**config.mk**
```make
export PLATFORM = sky130hd
export DESIGN_NAME = keypad_scan_bcd_flat
export DESIGN_NICKNAME = d
export VERILOG_FILES = /design/src/rtl/keypad_scan_bcd_pkg.sv /design/src/rtl/keypad_scan_bcd_if.sv /design/src/rtl/keypad_scan_bcd_tick.sv /design/src/rtl/keypad_scan_bcd.sv /design/src/flat_wrapper.sv
export SDC_FILE = /design/constraint.sdc
export NUM_CORES = 1
export LEC_CHECK = 0
export CAP_MARGIN = 10
export CORE_AREA = 4 4 78 80
export CTS_BUF_LIST = sky130_fd_sc_hd__clkbuf_16
export DETAILED_ROUTE_END_ITERATION = 7
export DIE_AREA = 0 0 82 84
export PLACE_DENSITY_LB_ADDON = 0.2
export SYNTH_ARGS = -nofsm -noshare
export SYNTH_HDL_FRONTEND = slang
export SYNTH_SLANG_ARGS = --single-unit
```
**constraint.sdc**
```tcl
create_clock -name clk50 -period 5.4 [get_ports clk50]
set_clock_uncertainty 0.1 [all_clocks]
set_input_delay 1.35 -clock clk50 [delete_from_list [all_inputs] [get_ports clk50]]
set_output_delay 1.35 -clock clk50 [all_outputs]
set_load 0.01 [all_outputs]
```
**src/rtl/keypad_scan_bcd_pkg.sv**
```systemverilog
// rtl/keypad_scan_bcd_pkg.sv - shared types, key codes and keymap for the keypad scanner
package keypad_pkg;

  typedef enum logic [1:0] {
    ST_SCAN     = 2'd0,
    ST_DEBOUNCE = 2'd1,
    ST_HELD     = 2'd2
  } state_e;

  localparam logic [3:0] KEY_CLR    = 4'hA;
  localparam logic [3:0] KEY_BSP    = 4'hB;
  localparam int         BCD_DIGITS = 4;

  // Row 3 carries '*' as E and '#' as F so that C..F are all non-editing keys.
  function automatic logic [3:0] key_decode(input logic [1:0] row_idx, input logic [1:0] col_idx);
    logic [3:0] code;
    case ({row_idx, col_idx})
      4'h0:    code = 4'h1;
      4'h1:    code = 4'h2;
      4'h2:    code = 4'h3;
      4'h3:    code = 4'hA;
      4'h4:    code = 4'h4;
      4'h5:    code = 4'h5;
      4'h6:    code = 4'h6;
      4'h7:    code = 4'hB;
      4'h8:    code = 4'h7;
      4'h9:    code = 4'h8;
      4'hA:    code = 4'h9;
      4'hB:    code = 4'hC;
      4'hC:    code = 4'hE;
      4'hD:    code = 4'h0;
      4'hE:    code = 4'hF;
      default: code = 4'hD;
    endcase
    return code;
  endfunction

  function automatic logic [3:0] col_onecold(input logic [1:0] col_idx);
    return ~(4'b0001 << col_idx);
  endfunction

endpackage

```
**src/rtl/keypad_scan_bcd_if.sv**
```systemverilog
// rtl/keypad_scan_bcd_if.sv - keypad matrix pins and decoded key/BCD outputs
interface keypad_scan_bcd_if;
  import keypad_pkg::*;

  logic [3:0]                row_n;
  logic [3:0]                col_n;
  logic                      key_valid;
  logic [3:0]                key_code;
  logic                      key_held;
  logic [4*BCD_DIGITS-1:0]   bcd_value;

  modport master (
    input  row_n,
    output col_n, key_valid, key_code, key_held, bcd_value
  );

  modport slave (
    output row_n,
    input  col_n, key_valid, key_code, key_held, bcd_value
  );

endinterface

```
**src/rtl/keypad_scan_bcd_tick.sv**
```systemverilog
// rtl/keypad_scan_bcd_tick.sv - one-cycle scan tick every DIV clocks
module scan_tick_gen #(
  parameter int DIV = 10
) (
  input  logic clk_i,
  input  logic rst_i,
  output logic tick_o
);

  localparam int             W    = $clog2(DIV);
  localparam logic [W-1:0]   LAST = W'(DIV - 1);

  logic [W-1:0] cnt_q, cnt_d;

  assign tick_o = (cnt_q == LAST);

  always_comb begin
    cnt_d = tick_o ? '0 : cnt_q + 1'b1;
  end

  always_ff @(posedge clk_i or posedge rst_i) begin
    if (rst_i) begin
      cnt_q <= '0;
    end else begin
      cnt_q <= cnt_d;
    end
  end

endmodule

```
**src/rtl/keypad_scan_bcd.sv**
```systemverilog
// rtl/keypad_scan_bcd.sv - 4x4 keypad scan, debounce, decode and 4-digit BCD entry register
module keypad_scan_bcd
  import keypad_pkg::*;
#(
  parameter int CLK_HZ         = 50000000,
  parameter int SCAN_HZ        = 1000,
  parameter int DEBOUNCE_TICKS = 20
) (
  input  logic               clk50,
  input  logic               sys_init_ctrl,
  keypad_scan_bcd_if.master  kp
);

  localparam int         SCAN_DIV  = CLK_HZ / SCAN_HZ;
  localparam logic [7:0] DEB_LIMIT = 8'(DEBOUNCE_TICKS);

  logic                    tick;
  logic [3:0]              row_meta_q, row_sync_q;
  state_e                  state_q;
  logic [1:0]              col_idx_q, row_lat_q;
  logic [7:0]              cnt_q;
  logic [3:0]              col_n_q;
  logic                    key_valid_q, key_held_q;
  logic [3:0]              key_code_q;
  logic [4*BCD_DIGITS-1:0] bcd_q, bcd_d;

  logic                    row_any;
  logic [1:0]              low_idx;
  logic [1:0]              col_next;
  logic [7:0]              cnt_inc;
  logic [3:0]              code_d;
  logic                    accept;

  scan_tick_gen #(.DIV(SCAN_DIV)) u_tick (
    .clk_i  (clk50),
    .rst_i  (sys_init_ctrl),
    .tick_o (tick)
  );

  always_ff @(posedge clk50 or posedge sys_init_ctrl) begin
    if (sys_init_ctrl) begin
      row_meta_q <= 4'hF;
      row_sync_q <= 4'hF;
    end else begin
      row_meta_q <= kp.row_n;
      row_sync_q <= row_meta_q;
    end
  end

  // Lowest-numbered low row wins when several rows are pulled down.
  always_comb begin
    low_idx = 2'd0;
    for (int i = 3; i >= 0; i--) begin
      if (!row_sync_q[i]) low_idx = 2'(i);
    end
  end

  assign row_any  = ~&row_sync_q;
  assign col_next = col_idx_q + 2'd1;
  assign cnt_inc  = cnt_q + 8'd1;
  // On an accept the lowest-low row always equals the latched row.
  assign code_d   = key_decode(low_idx, col_idx_q);

  assign accept = tick && row_any &&
                  (((state_q == ST_SCAN) && (DEB_LIMIT == 8'd1)) ||
                   ((state_q == ST_DEBOUNCE) && (low_idx == row_lat_q) && (cnt_inc == DEB_LIMIT)));

  always_comb begin
    bcd_d = bcd_q;
    if (code_d <= 4'd9) begin
      bcd_d = {bcd_q[4*BCD_DIGITS-5:0], code_d};
    end else if (code_d == KEY_CLR) begin
      bcd_d = '0;
    end else if (code_d == KEY_BSP) begin
      bcd_d = {4'h0, bcd_q[4*BCD_DIGITS-1:4]};
    end
  end

  always_ff @(posedge clk50 or posedge sys_init_ctrl) begin
    if (sys_init_ctrl) begin
      state_q     <= ST_SCAN;
      col_idx_q   <= 2'd0;
      row_lat_q   <= 2'd0;
      cnt_q       <= 8'd0;
      col_n_q     <= 4'b1110;
      key_valid_q <= 1'b0;
      key_code_q  <= 4'h0;
      key_held_q  <= 1'b0;
      bcd_q       <= '0;
    end else begin
      key_valid_q <= 1'b0;
      if (accept) begin
        state_q     <= ST_HELD;
        cnt_q       <= 8'd0;
        key_code_q  <= code_d;
        key_valid_q <= 1'b1;
        key_held_q  <= 1'b1;
        bcd_q       <= bcd_d;
      end
      if (tick && !accept) begin
        case (state_q)
          ST_SCAN: begin
            if (row_any) begin
              row_lat_q <= low_idx;
              cnt_q     <= 8'd1;
              state_q   <= ST_DEBOUNCE;
            end else begin
              col_idx_q <= col_next;
              col_n_q   <= col_onecold(col_next);
            end
          end
          ST_DEBOUNCE: begin
            if (row_any && (low_idx == row_lat_q)) begin
              cnt_q <= cnt_inc;
            end else begin
              state_q   <= ST_SCAN;
              cnt_q     <= 8'd0;
              col_idx_q <= col_next;
              col_n_q   <= col_onecold(col_next);
            end
          end
          ST_HELD: begin
            if (row_any) begin
              cnt_q <= 8'd0;
            end else if (cnt_inc == DEB_LIMIT) begin
              state_q    <= ST_SCAN;
              cnt_q      <= 8'd0;
              key_held_q <= 1'b0;
              col_idx_q  <= col_next;
              col_n_q    <= col_onecold(col_next);
            end else begin
              cnt_q <= cnt_inc;
            end
          end
          default: state_q <= ST_SCAN;
        endcase
      end
    end
  end

  assign kp.col_n     = col_n_q;
  assign kp.key_valid = key_valid_q;
  assign kp.key_code  = key_code_q;
  assign kp.key_held  = key_held_q;
  assign kp.bcd_value = bcd_q;

endmodule

```
**src/flat_wrapper.sv**
```systemverilog
// flat-port wrapper written by rule: the top's interface ports become plain ports
module keypad_scan_bcd_flat import keypad_pkg::*;
#(
  parameter int CLK_HZ         = 50000000,
  parameter int SCAN_HZ        = 1000,
  parameter int DEBOUNCE_TICKS = 20
)
  (clk50, sys_init_ctrl, kp_row_n, kp_col_n, kp_key_valid, kp_key_code, kp_key_held, kp_bcd_value);
  keypad_scan_bcd_if kp_i ();
  input  logic clk50;
  input  logic sys_init_ctrl;
  input wire logic [$bits(kp_i.row_n)-1:0] kp_row_n;
  output wire logic [$bits(kp_i.col_n)-1:0] kp_col_n;
  output wire logic [$bits(kp_i.key_valid)-1:0] kp_key_valid;
  output wire logic [$bits(kp_i.key_code)-1:0] kp_key_code;
  output wire logic [$bits(kp_i.key_held)-1:0] kp_key_held;
  output wire logic [$bits(kp_i.bcd_value)-1:0] kp_bcd_value;
  assign kp_i.row_n = kp_row_n;
  assign kp_col_n = kp_i.col_n;
  assign kp_key_valid = kp_i.key_valid;
  assign kp_key_code = kp_i.key_code;
  assign kp_key_held = kp_i.key_held;
  assign kp_bcd_value = kp_i.bcd_value;
  keypad_scan_bcd #(.CLK_HZ(CLK_HZ), .SCAN_HZ(SCAN_HZ), .DEBOUNCE_TICKS(DEBOUNCE_TICKS)) u_core (.clk50(clk50), .sys_init_ctrl(sys_init_ctrl), .kp(kp_i));
endmodule
```
==> reports/metrics.yaml, run 1 <==
grt:
  grt_pass1_wl_um: 11900
  grt_antenna_before_repair: 0
  grt_pass1_vias: 2518
  gr-usage-all-layers_pct: 22.2
  overflow: 0
  grt_max_degree: 39
clock_tree:
  clockRootBuffer: "clkbuf_16"
  tritoncts: "built"
  cts_buffers: 9
  cts_resized: 0
  clkSinkCount: 64
  clk_pin_slew_ps: 50
  clock_path_buffers: 2
  hold_buffers: 0
  htree_levels: 3
  clk-insertion-delay-late_ps: 330
  post_cts_buffers: 0
logic_synthesis:
  synth-seq-area-share_pct: 49.7
  synth.cell_area_sq_um: 3250
  ys_ff_latch: 64
  synth_area_per_cell_sq_um: 9.87
  yosys.area.top_type_share_pct: 40.8
  synthesis.nets: 343
  synth_ff_type: "dfrtp_1"
  synth_edf_count: 0
  synthArstFlopShare_pct: 100
  synthTopCellsByArea: "dfrtp_1 (41%), dfstp_2 (8.9%), nand2_1 (3.9%), nor2_1 (3.8%), nand3_1 (3.2%)"
  syn_inst: 329
  ys_types: 53
  synth_top_area_cell: "dfrtp_1"
  yosysWarnings: 0
timing:
  slew_headroom_pct: 39.5
  finalSetupViolations: 0
  rsz0062_at_grt: "no"
  hold_violations: 0
  period_minus_slack_ps: 2980
  tightest_slew_ps: 907
  drv_slew: 0
  fin_crit_sh_pct: 55.2
  fmax_mhz: 335
  final.setup.tns_ps: 0
  whs_ps: 254
setup_path:
  cp-start-kind: "flop"
  cp_top_family: "compound AO/OA/AOI/OAI gates"
  critPathBufInv: 1
  critPathArrivalTime_ps: 3100
  crit_path_max_incr_delay_ps: 820
  crit_required_ps: 5520
  slowest_stage: "a2111oi_4"
  worst-path-max-fanout: 16
  criticalPathCategory: "reg2reg"
  critPathCaptureType: "flop"
  path_cells: "inv_1 -> ha_1 -> nor2_1 -> o21a_1 -> or2_2 -> a2111oi_4 -> nor2b_1 -> a21o_1"
placement:
  gp_congestion: 0.868
  io_buffers: 31
  dp_hpwl_um: 4510
routing:
  routedWlPerCell_um: 15.6
  wirelength_um: 6870
  vias: 2599
  first_pass_iters: 5
  post_drt_via_cell_ratio: 5.92
  drc_errors: 0
  ant_nets: 0
  initialDrtViolationCount: 166
pwr:
  power_frac_seq_pct: 47.9
  p_leak_nw: 1.67
  comb_power_share_pct: 3.5
  p_int_uw: 799
  switchingPower_uw: 224
  switching_share_pct: 21.9
  ir_drop_uv: 180
  power_frac_clock_pct: 48.7
  p_per_area_nw_per_um2: 265
run_status:
  status: "finished, final reports clean"
worst_hold_path:
  hold_path_class: "reg2reg"
finish:
  fin_nets: 376
  area_growth_pct: 18.9
  drive_gt1_share_pct: 13.1
  antenna_cells: 0
floorplan:
  core_area_sq_um: 5410
  start_util_pct: 60.1
  boundaryPins: 32
  die-area_sq_um: 6890
  rows: 27
  die_w_um: 82
  fp.dieH_um: 84
flow_run:
  drv_cap: 0
-- layout make-up --
class	instances	area, sq um
clock inverters	7	31.3
repair buffers	34	333
flip-flops and latches	64	1620
inverters	13	48.8
well taps	72	90.1
fillers	401	1540
multi-input cells	240	1520
clock buffers	9	225
-- cell families (layout without fill, tap and decap cells) --
logic type | after synthesis | count (layout) | synth area share [%]
AOI/OAI and AO/OA | 73 | 73 | 15.8
xor gates and xnor gates | 16 | 16 | 4.32
and+or+nand+nor | 136 | 136 | 21.2
muxes | 7 | 7 | 2.27
adders and majority gates | 8 | 8 | 3.08
buffers and inverters | 25 | 63 | 3.51
DFF | 64 | 64 | 49.7
-- flip-flops by register name, summed over array words and instances, names as in the netlist, 2 cells and up --
| register | flops |
|---|---|
| u_core.state_q | 2 |
| u_core.row_lat_q | 2 |
| u_core.row_sync_q | 4 |
| u_core.kp.key_code | 4 |
| u_core.kp.col_n | 4 |
| u_core.cnt_q | 8 |
| u_core.col_idx_q | 2 |
| u_core.u_tick.cnt_q | 16 |
| u_core.kp.bcd_value | 16 |
| u_core.row_meta_q | 4 |
-- synthesized netlist by cell type (2+ instances only) --
cell,number
and2_1,4
dfrtp_1,53
or3_1,4
nor2b_1,4
a211oi_1,3
a22oi_1,10
a21oi_2,10
nor3_1,4
ha_1,8
clkbuf_1,8
nand4_1,6
nor4bb_1,3
mux2i_1,4
and4_1,2
a21o_1,3
nand3_1,21
o21a_1,2
xor2_1,9
xnor2_1,7
a31oi_1,3
and3_1,5
inv_1,13
o22ai_1,2
nor4_1,3
o31ai_1,2
nor2_1,33
nand2_1,34
dfstp_2,11
buf_6,2
nand2b_1,3
mux2_2,3
a21oi_1,8
o21ai_0,21
nor4b_1,2
-- routing by layer --
| layer | GRT usage (%) | vias to the layer above | wire length, um |
|---|---|---|---|
| li1 | - | 1229 | - |
| met1 | 29.1 | 1271 | 3060 |
| met2 | 34.3 | 83 | 3310 |
| met3 | 5.40 | 16 | 374 |
| met4 | 9.67 | 0 | 125 |
| met5 | 0 | - | 0 |
-- placed cells by master, fill, tap and decap left out, drive strengths merged, types with 9 or more instances in the layout --
cell type,n
dfrtp,53
clkbuf,9
inv,15
nand2,34
o21ai,22
xor2,9
a21oi,18
clkdlybuf4s50,31
nor2,34
nand3,21
a22oi,10
dfstp,11
-- through the flow --
step | instances | setup slack [ps] | power [mW] | util [%] | instance area (sq um)
after floorplan | 329 | 2370 | 0.520 | - | 3250
after global placement | 423 | 2550 | 0.531 | 66.7 | 3600
after detailed placement | 423 | 2470 | 0.532 | 66.7 | 3600
after CTS | 439 | 2430 | 1.03 | 71.4 | 3860
after global routing | 439 | 2180 | 1.06 | 71.4 | 3860
final | 439 | 2420 | 1.02 | 71.4 | 3860
-- worst paths after layout --
path,start,to,slack (ps),cells past startpoint
max in group asynchronous,sys_init_ctrl,u_core.row_sync_q[1]$_DFF_PP1_,3000,3
max,u_core.col_idx_q[0]$_DFFE_PP0P_,u_core.kp.bcd_value[3]$_DFFE_PP0P_,2420,8
min reg2reg,u_core.row_meta_q[0]$_DFF_PP1_,u_core.row_sync_q[0]$_DFF_PP1_,250,0
min,u_core.row_meta_q[0]$_DFF_PP1_,u_core.row_sync_q[0]$_DFF_PP1_,250,0
min in group asynchronous,sys_init_ctrl,u_core.kp.col_n[0]$_DFFE_PP0P_,1290,2
max reg2reg,u_core.col_idx_q[0]$_DFFE_PP0P_,u_core.kp.bcd_value[3]$_DFFE_PP0P_,2420,8
-- worst register-to-register path, delay by kind of cell, from the launching register on --
family	cells	cell delay, ps
adder cells (fa/ha/maj)	1	330
flip-flops	1	530
AO/OA/AOI/OAI	3	1220
AND/OR/NAND/NOR	3	540
buffers and inverters	1	150
-- power groups by stage --
stage,logic [mW],registers [mW],clock network [mW]
after global routing,0.0393,0.490,0.527
after global placement,0.0346,0.497,0
after floorplan,0.0239,0.496,0
final,0.0355,0.489,0.498
after CTS,0.0360,0.489,0.505
after detailed placement,0.0352,0.497,0
No activity file was read; power rests on OpenSTA's default activity.
==> run 2: changes to the inputs <==
--- a/config.mk
+++ b/config.mk
@@ -6,10 +6,10 @@
 export NUM_CORES = 1
 export LEC_CHECK = 0
 export CAP_MARGIN = 10
-export CORE_AREA = 4 4 78 80
+export CORE_AREA = 4 4 81 83
 export CTS_BUF_LIST = sky130_fd_sc_hd__clkbuf_16
 export DETAILED_ROUTE_END_ITERATION = 7
-export DIE_AREA = 0 0 82 84
+export DIE_AREA = 0 0 85 87
 export PLACE_DENSITY_LB_ADDON = 0.2
 export SYNTH_ARGS = -nofsm -noshare
 export SYNTH_HDL_FRONTEND = slang
==> constraint.sdc (replaced) <==
create_clock -name clk50 -period 2.8 [get_ports clk50]
set_clock_uncertainty 0.1 [all_clocks]
set_input_delay 0.7 -clock clk50 [delete_from_list [all_inputs] [get_ports clk50]]
set_output_delay 0.7 -clock clk50 [all_outputs]
set_load 0.01 [all_outputs]
==> reports/metrics.yaml, run 2 (synthesized netlist as in run 1, its figures left out) <==
setup_path:
  critPathBufInv: 0
  critPathCaptureType: "flop"
  ff2ff_setup_slack_ps: 160
  worst-path-max-fanout: 8
  cp-start-kind: "flop"
  slowest_stage: "or4_1"
  cp.depth: 6
  crit_top_cell: "or3_1"
  cp_top_family: "simple AND/OR/NAND/NOR gates"
  r2r-start: "u_core.cnt_q[2]$_DFF_PP0_"
  worst_r2r_endpoint: "u_core.kp.bcd_value[3]$_DFFE_PP0P_"
  crit_path_max_incr_delay_ps: 550
  path_cells: "or4_1 -> or3_1 -> or2_4 -> or3_1 -> nor2_4 -> a21o_1"
  critPathArrivalTime_ps: 2810
  crit_end: "u_core.kp.bcd_value[3]$_DFFE_PP0P_"
  r2r_cells: 6
  criticalPathCategory: "reg2reg"
  setup.worst_path.start: "u_core.cnt_q[2]$_DFF_PP0_"
  crit_required_ps: 2970
routing:
  wl_met1_um: 2980
  wirelength_um: 6610
  ant_nets: 0
  route.met3.wl_um: 277
  routedWlPerCell_um: 14.6
  post_drt_via_cell_ratio: 5.64
  top_layer: "met4"
  dr_wl_met2_um: 3260
  initialDrtViolationCount: 120
  first_pass_iters: 4
  drc_errors: 0
  vias: 2549
clock_tree:
  clk-insertion-delay-late_ps: 330
  clkSinkCount: 64
  tritoncts: "built"
  clock_path_buffers: 2
  hold_buffers: 0
  post_cts_buffers: 0
  cts_buffers: 9
  htree_levels: 3
  cts_resized: 0
  clockRootBuffer: "clkbuf_16"
  clk_pin_slew_ps: 50
timing:
  drv_slew: 0
  slew_headroom_pct: 59.2
  tightest_slew_ps: 610
  rsz0062_at_grt: "no"
  period_minus_slack_ps: 2640
  hold_violations: 0
  fmax_mhz: 379
  layout_setup_ws_ps: 162
  fin_crit_sh_pct: 94.2
  finalSetupViolations: 0
  final.setup.tns_ps: 0
pwr:
  comb_power_share_pct: 3.4
  p_per_area_nw_per_um2: 519
  switchingPower_uw: 435
  power_frac_clock_pct: 51.0
  switching_share_pct: 21.0
  p_int_mw: 1.64
  ir_drop_uv: 316
  p_leak_nw: 1.74
  power_frac_seq_pct: 45.6
placement:
  io_buffers: 31
  gp_congestion: 0.865
  dp_hpwl_um: 4590
  dp_slack_ps: 163
floorplan:
  die-area_sq_um: 7400
  fp.dieH_um: 87
  start_util_pct: 55.5
  core_area_sq_um: 5850
  boundaryPins: 32
  rows: 28
  die_w_um: 85
grt:
  gr-usage-all-layers_pct: 19.2
  grt_max_degree: 34
  overflow: 0
  grt_pass1_wl_um: 11300
  grt_pass1_vias: 2459
  grt_antenna_before_repair: 0
finish:
  drive_gt1_share_pct: 15.4
  area_growth_pct: 22.9
  fin_nets: 386
  antenna_cells: 0
  layout_common_cells: "dfrtp_1 (53), nand2_1 (34), nor2_1 (33)"
  final_common_cell: "dfrtp_1"
flow_run:
  drv_cap: 0
run_status:
  status: "finished, final reports clean"
worst_hold_path:
  hold_path_class: "reg2reg"
run 2: cell count changes in the layout (fill, tap and decap cells not counted), sizes merged:
cell / before / now
clkinv: 5 / 4
buf: 3 / 13
bufinv: 0 / 1
run 2: metal layers:
metal  vias to the layer above  GRT usage (%)
met3                         7           5.01
met1                      1237           24.1
met4                         0           9.21
met5                         -              0
li1                       1261              -
met2                        44           30.9
run 2: worst min path at each step:
stage / from / end / slack (ps) / depth (start not counted)
after global routing: u_core.row_meta_q[1]$_DFF_PP1_ / u_core.row_sync_q[1]$_DFF_PP1_ / 250 / 0
final: u_core.row_meta_q[1]$_DFF_PP1_ / u_core.row_sync_q[1]$_DFF_PP1_ / 250 / 0
after global placement: u_core.row_meta_q[2]$_DFF_PP1_ / u_core.row_sync_q[2]$_DFF_PP1_ / 250 / 0
after detailed placement: u_core.row_meta_q[2]$_DFF_PP1_ / u_core.row_sync_q[2]$_DFF_PP1_ / 250 / 0
after floorplan: u_core.row_meta_q[0]$_DFF_PP1_ / u_core.row_sync_q[0]$_DFF_PP1_ / 250 / 0
after CTS: u_core.row_meta_q[1]$_DFF_PP1_ / u_core.row_sync_q[1]$_DFF_PP1_ / 250 / 0
run 2: final cells by class:
type                       instances  area [sq um]
clock inverter                     7          56.3
multi-input combinational        240          1520
sequential                        64          1620
tap                               75          93.8
inverter                          13          48.8
fill                             426          1860
timing repair buffer              44           433
clock buffer                       9           225
run 2: stage by stage:
stage | hold slack, ps | util (%) | instance area, sq um | std cells | total power, mW
6_report | 251 | 68.2 | 3990 | 452 | 2.07
5_1_grt | 251 | 68.2 | 3990 | 452 | 2.14
4_1_cts | 253 | 68.2 | 3990 | 452 | 2.09
3_5_place_dp | 247 | 63.4 | 3710 | 436 | 1.03
3_3_place_gp | 246 | 63.4 | 3710 | 436 | 1.03
2_1_floorplan | 245 | - | 3250 | 329 | 1.00
run 2: power by group through the flow:
stage,clock (mW),combinational [mW],sequential (mW)
5_1_grt,1.12,0.0807,0.944
3_5_place_dp,0,0.0721,0.959
2_1_floorplan,0,0.0461,0.956
4_1_cts,1.07,0.0726,0.943
6_report,1.06,0.0712,0.944
3_3_place_gp,0,0.0714,0.958
